**config.mk**
```make
export PLATFORM = sky130hd
export DESIGN_NAME = pipe_hazard_ctrl
export DESIGN_NICKNAME = d
export VERILOG_FILES = /design/src/rtl/pipe_hazard_ctrl_pkg.sv /design/src/rtl/pipe_hazard_ctrl_match.sv /design/src/rtl/pipe_hazard_ctrl.sv
export SDC_FILE = /design/constraint.sdc
export NUM_CORES = 1
export LEC_CHECK = 0
export CAP_MARGIN = 20
export CORE_MARGIN = 8
export CORE_UTILIZATION = 50
export DETAILED_ROUTE_END_ITERATION = 8
export PLACE_DENSITY = 0.84
export SYNTH_ARGS = -nofsm -noshare
export SYNTH_HDL_FRONTEND = slang
export SYNTH_SLANG_ARGS = --single-unit
```
**constraint.sdc**
```tcl
create_clock -name clock -period 4.55 [get_ports clock]
set_input_delay 0.91 -clock clock [delete_from_list [all_inputs] [get_ports clock]]
set_output_delay 0.91 -clock clock [all_outputs]
set_load 0.03 [all_outputs]
```
**src/rtl/pipe_hazard_ctrl_pkg.sv**
```systemverilog
// rtl/pipe_hazard_ctrl_pkg.sv - shared constants for the hazard/forwarding controller
package pipe_hazard_ctrl_pkg;

    // Width of the forwarding-source selects (stage indices 0..7)
    localparam int FWD_W = 3;

    // Forwarding select value meaning "take the operand from the register file"
    localparam logic [FWD_W-1:0] FWD_RF = '0;

    // Scoreboard index of the E stage (youngest tracked writer)
    localparam int STG_E = 1;

endpackage

```
**src/rtl/pipe_hazard_ctrl_match.sv**
```systemverilog
// rtl/pipe_hazard_ctrl_match.sv - priority search of the writer scoreboard for one ID operand
//
// Ports:
//   src_i     operand register address
//   use_i     the ID instruction actually reads this operand
//   v_i       per-stage valid bits, index 1 = E
//   rn_i      per-stage destination registers, stage k at bits [(k-1)*RW +: RW]
//   ld_i      per-stage "writer is a load" bits
//   hit_o     some in-flight writer targets the operand
//   k_o       stage index of the youngest matching writer (FWD_RF when no hit)
//   ld_o      the selected writer is a load
module pipe_hazard_ctrl_match
    import pipe_hazard_ctrl_pkg::*;
#(
    parameter int RW   = 5,
    parameter int NSTG = 2
) (
    input  logic [RW-1:0]      src_i,
    input  logic               use_i,
    input  logic [NSTG:1]      v_i,
    input  logic [NSTG*RW-1:0] rn_i,
    input  logic [NSTG:1]      ld_i,
    output logic               hit_o,
    output logic [FWD_W-1:0]   k_o,
    output logic               ld_o
);

    // Scan oldest to youngest so the last (youngest) match overrides.
    // Register 0 is hard-wired zero and is never forwarded.
    always_comb begin
        hit_o = 1'b0;
        k_o   = FWD_RF;
        ld_o  = 1'b0;
        for (int i = NSTG; i >= STG_E; i--) begin
            if (use_i && (src_i != '0) && v_i[i] && (rn_i[(i-1)*RW +: RW] == src_i)) begin
                hit_o = 1'b1;
                k_o   = FWD_W'(i);
                ld_o  = ld_i[i];
            end
        end
    end

endmodule

```
**src/rtl/pipe_hazard_ctrl.sv**
```systemverilog
// rtl/pipe_hazard_ctrl.sv - hazard detection, operand forwarding select and stall counting
//
// Ports:
//   clock, resetn        rising-edge clock, asynchronous active-low reset
//   id_rs, id_rt         ID source registers A/B, qualified by id_use_rs/id_use_rt
//   id_rn, id_wreg       ID destination register and its write enable
//   id_m2reg             ID instruction is a load
//   id_kill              ID instruction enters E as a bubble
//   mem_busy             data memory not ready, freezes the pipe
//   stall, bubble        PC/IR hold and E control-word squash
//   fwda, fwdb           forwarding stage per operand (0 = regfile)
//   fwda_ld, fwdb_ld     selected forwarding source is load data
//   stall_cnt            saturating count of load-use bubble cycles
module pipe_hazard_ctrl
    import pipe_hazard_ctrl_pkg::*;
#(
    parameter int RW       = 5,
    parameter int NSTG     = 2,
    parameter int LOAD_STG = 2,
    parameter int CNT_W    = 16
) (
    input  logic             clock,
    input  logic             resetn,
    input  logic [RW-1:0]    id_rs,
    input  logic [RW-1:0]    id_rt,
    input  logic             id_use_rs,
    input  logic             id_use_rt,
    input  logic [RW-1:0]    id_rn,
    input  logic             id_wreg,
    input  logic             id_m2reg,
    input  logic             id_kill,
    input  logic             mem_busy,
    output logic             stall,
    output logic             bubble,
    output logic [FWD_W-1:0] fwda,
    output logic [FWD_W-1:0] fwdb,
    output logic             fwda_ld,
    output logic             fwdb_ld,
    output logic [CNT_W-1:0] stall_cnt
);

    localparam logic [FWD_W-1:0] LOAD_K = FWD_W'(LOAD_STG);

    logic [NSTG:1]         v_q, v_d;
    logic [NSTG:1]         ld_q, ld_d;
    logic [NSTG:1][RW-1:0] rn_q, rn_d;
    logic [CNT_W-1:0]      cnt_q, cnt_d;

    logic             hit_a, hit_b;
    logic [FWD_W-1:0] k_a, k_b;
    logic             ld_a, ld_b;
    logic             lu;

    pipe_hazard_ctrl_match #(.RW(RW), .NSTG(NSTG)) u_match_a (
        .src_i (id_rs),
        .use_i (id_use_rs),
        .v_i   (v_q),
        .rn_i  (rn_q),
        .ld_i  (ld_q),
        .hit_o (hit_a),
        .k_o   (k_a),
        .ld_o  (ld_a)
    );

    pipe_hazard_ctrl_match #(.RW(RW), .NSTG(NSTG)) u_match_b (
        .src_i (id_rt),
        .use_i (id_use_rt),
        .v_i   (v_q),
        .rn_i  (rn_q),
        .ld_i  (ld_q),
        .hit_o (hit_b),
        .k_o   (k_b),
        .ld_o  (ld_b)
    );

    // A load whose data is not yet out of memory cannot be forwarded: hold ID.
    assign lu = (hit_a & ld_a & (k_a < LOAD_K)) | (hit_b & ld_b & (k_b < LOAD_K));

    assign stall     = lu | mem_busy;
    assign bubble    = lu & ~mem_busy;
    assign fwda      = k_a;
    assign fwdb      = k_b;
    assign fwda_ld   = ld_a;
    assign fwdb_ld   = ld_b;
    assign stall_cnt = cnt_q;

    // Shadow scoreboard advances with the pipe; mem_busy freezes every entry,
    // which also makes id_kill a no-op until the pipe moves again.
    always_comb begin
        v_d  = v_q;
        rn_d = rn_q;
        ld_d = ld_q;
        if (!mem_busy) begin
            for (int k = NSTG; k > STG_E; k--) begin
                v_d[k]  = v_q[k-1];
                rn_d[k] = rn_q[k-1];
                ld_d[k] = ld_q[k-1];
            end
            v_d[STG_E]  = ~(bubble | id_kill) & id_wreg & (id_rn != '0);
            rn_d[STG_E] = id_rn;
            ld_d[STG_E] = id_m2reg;
        end
    end

    always_comb begin
        cnt_d = cnt_q;
        if (bubble && (cnt_q != '1)) begin
            cnt_d = cnt_q + CNT_W'(1);
        end
    end

    always_ff @(posedge clock or negedge resetn) begin
        if (!resetn) begin
            v_q   <= '0;
            rn_q  <= '0;
            ld_q  <= '0;
            cnt_q <= '0;
        end else begin
            v_q   <= v_d;
            rn_q  <= rn_d;
            ld_q  <= ld_d;
            cnt_q <= cnt_d;
        end
    end

endmodule
```
==> flow_metrics.tcl <==
set metrics [dict create \
    critical_path.max_fanout 8 \
    yosysSeqAreaShare_pct 45.05 \
    dp_cells 244 \
    unrepaired_setup_endpoints_after_global_routing "false" \
    required_time_of_the_critical_path_ps 3640 \
    leakage_nw 0.9351 \
    grt_start_max_net_pins 31 \
    syn-instance-count 152 \
    flow.area_growth_from_synthesis_pct 34.91 \
    critPathKind "input pin to primary output" \
    shortest_clock_period_the_worst_path_allows_after_layout_ps 4408 \
    multi_input_gate_area_um2 882.1 \
    wl_um 4274 \
    outcome "completed" \
    min_path_type "flop to flop" \
    gp_congestion 0.9002 \
    ys_async_sr_fraction_pct 100.0 \
    maxSlewViolCount 0 \
    pd_cells_nw_per_um2 253.9 \
    cts_repair_resize_count 0 \
    critPathCaptureType "primary output" \
    clkSinkCount 30 \
    fp.coreArea_um2 3258 \
    antenna-diode-count 0 \
    post_synth_instance_area_um2 1667 \
    synth.yosys.warnings 0 \
    netlist.top_cell.by_area "sky130_fd_sc_hd__dfrtp_1" \
    hpwlAfterDp_um 3349 \
    number_of_buffers_inserted_by_port_buffering 46 \
    period_share_pct 96.88 \
    synth.ff_latch_count 30 \
    design.portCount 49 \
    post_cts.repair.setup_buffers 0 \
    drc 0 \
    fmax_mhz 226.8 \
    die_width_um 73.74 \
    clk_transition_reported_paths_ps 90 \
    fp.dieArea_um2 5437 \
    grt_util_all_layers_pct 17.46 \
    cts_root_buffer "sky130_fd_sc_hd__clkbuf_4" \
    post_drt_wl_per_cell_um 16.96 \
    synth_top_flop_cell "sky130_fd_sc_hd__dfrtp_1" \
    grt_pass1_wl_um 7210 \
    hold_violations 0 \
    final.setup.tns_ps 0 \
    maxCapViolations 0 \
    yosys-top-cells-area "sky130_fd_sc_hd__dfrtp_1 (45%), sky130_fd_sc_hd__xor2_1 (8.9%), sky130_fd_sc_hd__mux2_2 (8.8%)" \
    clock-skew-final_ps 11.25 \
    synth_cell_types 32 \
    globalRoute.totalOverflow 0 \
    hold_buffers 0 \
    cts_made_buffers 5 \
    dieHeight_um 73.74 \
    tritoncts_clock_tree "done" \
    synth_top_area_share_pct 45.05 \
    grt_antenna_before_repair 0 \
    fill_cell_count 277 \
    layout.nets 229 \
    peakVddDrop_v 0.0001872 \
    initial_utilization_pct 51.15 \
    cp-start-kind "input pin" \
    seqCellArea_um2 750.7 \
    rows 21 \
    htree_num_levels 2 \
    via_per_inst 5.381 \
    setup_viol_count_final 0 \
    number_of_flops_mapped_to_enable_cells_by_yosys 0 \
    first_pass_drt_iterations 4 \
    worst_skew_pair.late_latency_ps 330 \
    cp_data_arrival_time_ps 3500 \
    final_cells 252 \
    initialDrtViolationCount 49 \
    layout-drive-gt1-share_pct 14.56 \
    ctsLongestPathBuffers 2 \
    detailroute.via_count 1356 \
    via_count_of_the_first_global_routing_pass 1449 \
    synth_area_per_cell_um2 10.96 \
    postRouteAntennaNets 0 \
]
[per-stage QoR]
stage                     hold WS, ps  setup slack (ps)  total power, mW  utilization, %  cell area [um2]
final                           517.3             141.8           0.5708           69.01             2248
after global routing            550.9            0.1599           0.5976           69.01             2248
after CTS                       507.2             166.1           0.5774           69.01             2248
after detailed placement        491.1             180.0           0.4097           67.17             2188
after global placement          475.7             299.7           0.4031           67.17             2188
after floorplan                 473.8             634.1           0.3615               -             1670
[synthesized netlist by cell type, types with 2 or more instances]
master                      instances
sky130_fd_sc_hd__dfrtp_1           30
sky130_fd_sc_hd__xor2_1            17
sky130_fd_sc_hd__xnor2_1           16
sky130_fd_sc_hd__mux2_2            13
sky130_fd_sc_hd__nor3_1            10
sky130_fd_sc_hd__nand2_1            8
sky130_fd_sc_hd__nand3_1            8
sky130_fd_sc_hd__nor2_1             5
sky130_fd_sc_hd__inv_1              4
sky130_fd_sc_hd__or4_1              4
sky130_fd_sc_hd__nand4_1            3
sky130_fd_sc_hd__o21ai_1            3
sky130_fd_sc_hd__a22o_1             2
sky130_fd_sc_hd__buf_4              2
sky130_fd_sc_hd__clkbuf_1           2
sky130_fd_sc_hd__nand2b_1           2
sky130_fd_sc_hd__nor2b_1            2
sky130_fd_sc_hd__nor3_4             2
sky130_fd_sc_hd__nor4_1             2
sky130_fd_sc_hd__o2111ai_1          2
sky130_fd_sc_hd__o21ai_0            2
sky130_fd_sc_hd__o21ai_2            2
sky130_fd_sc_hd__or2_1              2
[report_power, final]
group / internal (mW) / switching [mW]
logic: 0.0551 / 0.0444
registers: 0.283 / 0.0209
clock network: 0.0748 / 0.0927
total: 0.413 / 0.158
[worst paths after layout]
check                              start       endpoint  slack, ps  depth (start not counted)
setup / recovery                id_rt[1]        fwdb_ld        140                          7
max in group asynchronous         resetn   stall_cnt[8]       3310                          2
setup reg to reg                 rn_q[2]   stall_cnt[6]       2370                          7
min in group asynchronous         resetn  stall_cnt[12]        950                          2
hold / removal             stall_cnt[13]  stall_cnt[13]        520                          1
hold reg to reg            stall_cnt[13]  stall_cnt[13]        520                          1
[metal layers]
metal | global-route usage [%] | part of all wire [%] | vias up
met5 | 0 | 0 | -
met1 | 19.41 | 41 | 670
met4 | 6.874 | 1.2 | 0
met3 | 7.776 | 8.4 | 4
li1 | - | - | 637
met2 | 28.35 | 50 | 45
[layout make-up]
| type | count | share of cell area [%] |
|---|---|---|
| Clock buffer | 7 | 2.449 |
| Clock inverter | 1 | 0.2226 |
| Inverter | 4 | 0.6678 |
| Multi-Input combinational cell | 115 | 39.23 |
| Sequential cell | 30 | 33.39 |
| Tap cell | 46 | 2.560 |
| Timing Repair Buffer | 49 | 21.48 |
[logic make-up (layout without fill, tap and decap cells)]
| family | count (synthesis) | in the layout | synth area share (%) |
|---|---|---|---|
| other | 1 | 2 | 0.2250 |
| AOI/OAI and AO/OA | 14 | 14 | 6.682 |
| and+or+nand+nor | 51 | 51 | 18.24 |
| adders and majority gates | 1 | 1 | 0.7506 |
| muxes | 14 | 14 | 9.459 |
| buffers and inverters | 8 | 61 | 2.252 |
| DFF | 30 | 30 | 45.05 |
| xor gates and xnor gates | 33 | 33 | 17.34 |
[placed cells by master (no fill, tap or decap)]
| cell type | Yosys | routed |
|---|---|---|
| sky130_fd_sc_hd__a21o_1 | 1 | 1 |
| sky130_fd_sc_hd__nand3_1 | 8 | 8 |
| sky130_fd_sc_hd__and3_1 | 1 | 1 |
| sky130_fd_sc_hd__conb_1 | 1 | 2 |
| sky130_fd_sc_hd__nand4_1 | 3 | 3 |
| sky130_fd_sc_hd__clkdlybuf4s50_1 | 0 | 46 |
| sky130_fd_sc_hd__nor2_1 | 5 | 5 |
| sky130_fd_sc_hd__buf_4 | 2 | 3 |
| sky130_fd_sc_hd__clkbuf_4 | 0 | 5 |
| sky130_fd_sc_hd__nor3_1 | 10 | 10 |
| sky130_fd_sc_hd__o211ai_4 | 1 | 1 |
| sky130_fd_sc_hd__nor4_2 | 1 | 1 |
| sky130_fd_sc_hd__a21oi_1 | 1 | 1 |
| sky130_fd_sc_hd__o21ai_0 | 2 | 2 |
| sky130_fd_sc_hd__mux2_2 | 13 | 13 |
| sky130_fd_sc_hd__nor4b_2 | 1 | 1 |
| sky130_fd_sc_hd__mux2_1 | 1 | 1 |
| sky130_fd_sc_hd__xnor2_1 | 16 | 16 |
| sky130_fd_sc_hd__a22o_1 | 2 | 2 |
| sky130_fd_sc_hd__inv_1 | 4 | 4 |
| sky130_fd_sc_hd__o2111ai_1 | 2 | 2 |
| sky130_fd_sc_hd__or4_1 | 4 | 4 |
| sky130_fd_sc_hd__nand2_1 | 8 | 8 |
| sky130_fd_sc_hd__nor2b_1 | 2 | 2 |
| sky130_fd_sc_hd__o21ai_2 | 2 | 2 |
| sky130_fd_sc_hd__clkbuf_8 | 0 | 1 |
| sky130_fd_sc_hd__o21ai_1 | 3 | 3 |
| sky130_fd_sc_hd__dfrtp_1 | 30 | 30 |
| sky130_fd_sc_hd__or2_1 | 2 | 2 |
| sky130_fd_sc_hd__nor4_1 | 2 | 2 |
| sky130_fd_sc_hd__clkbuf_1 | 2 | 1 |
| sky130_fd_sc_hd__nand2b_1 | 2 | 2 |
| sky130_fd_sc_hd__xor2_1 | 17 | 17 |
| sky130_fd_sc_hd__nor3_4 | 2 | 2 |
| sky130_fd_sc_hd__clkinv_2 | 0 | 1 |
| sky130_fd_sc_hd__ha_1 | 1 | 1 |
[state kept, by name, summed over array words and instances, names as in the netlist]
name / flops
ld_q: 2
rn_q: 10
v_q: 2
stall_cnt: 16
[worst max-delay path, cell delays in order]
cell	delay [ps]
sky130_fd_sc_hd__clkdlybuf4s50_1	480
sky130_fd_sc_hd__or4_1	550
sky130_fd_sc_hd__o21ai_1	290
sky130_fd_sc_hd__nor3_4	130
sky130_fd_sc_hd__nor3_1	290
sky130_fd_sc_hd__a22o_1	180
sky130_fd_sc_hd__clkdlybuf4s50_1	670
Power figures use the tool's default switching activity.
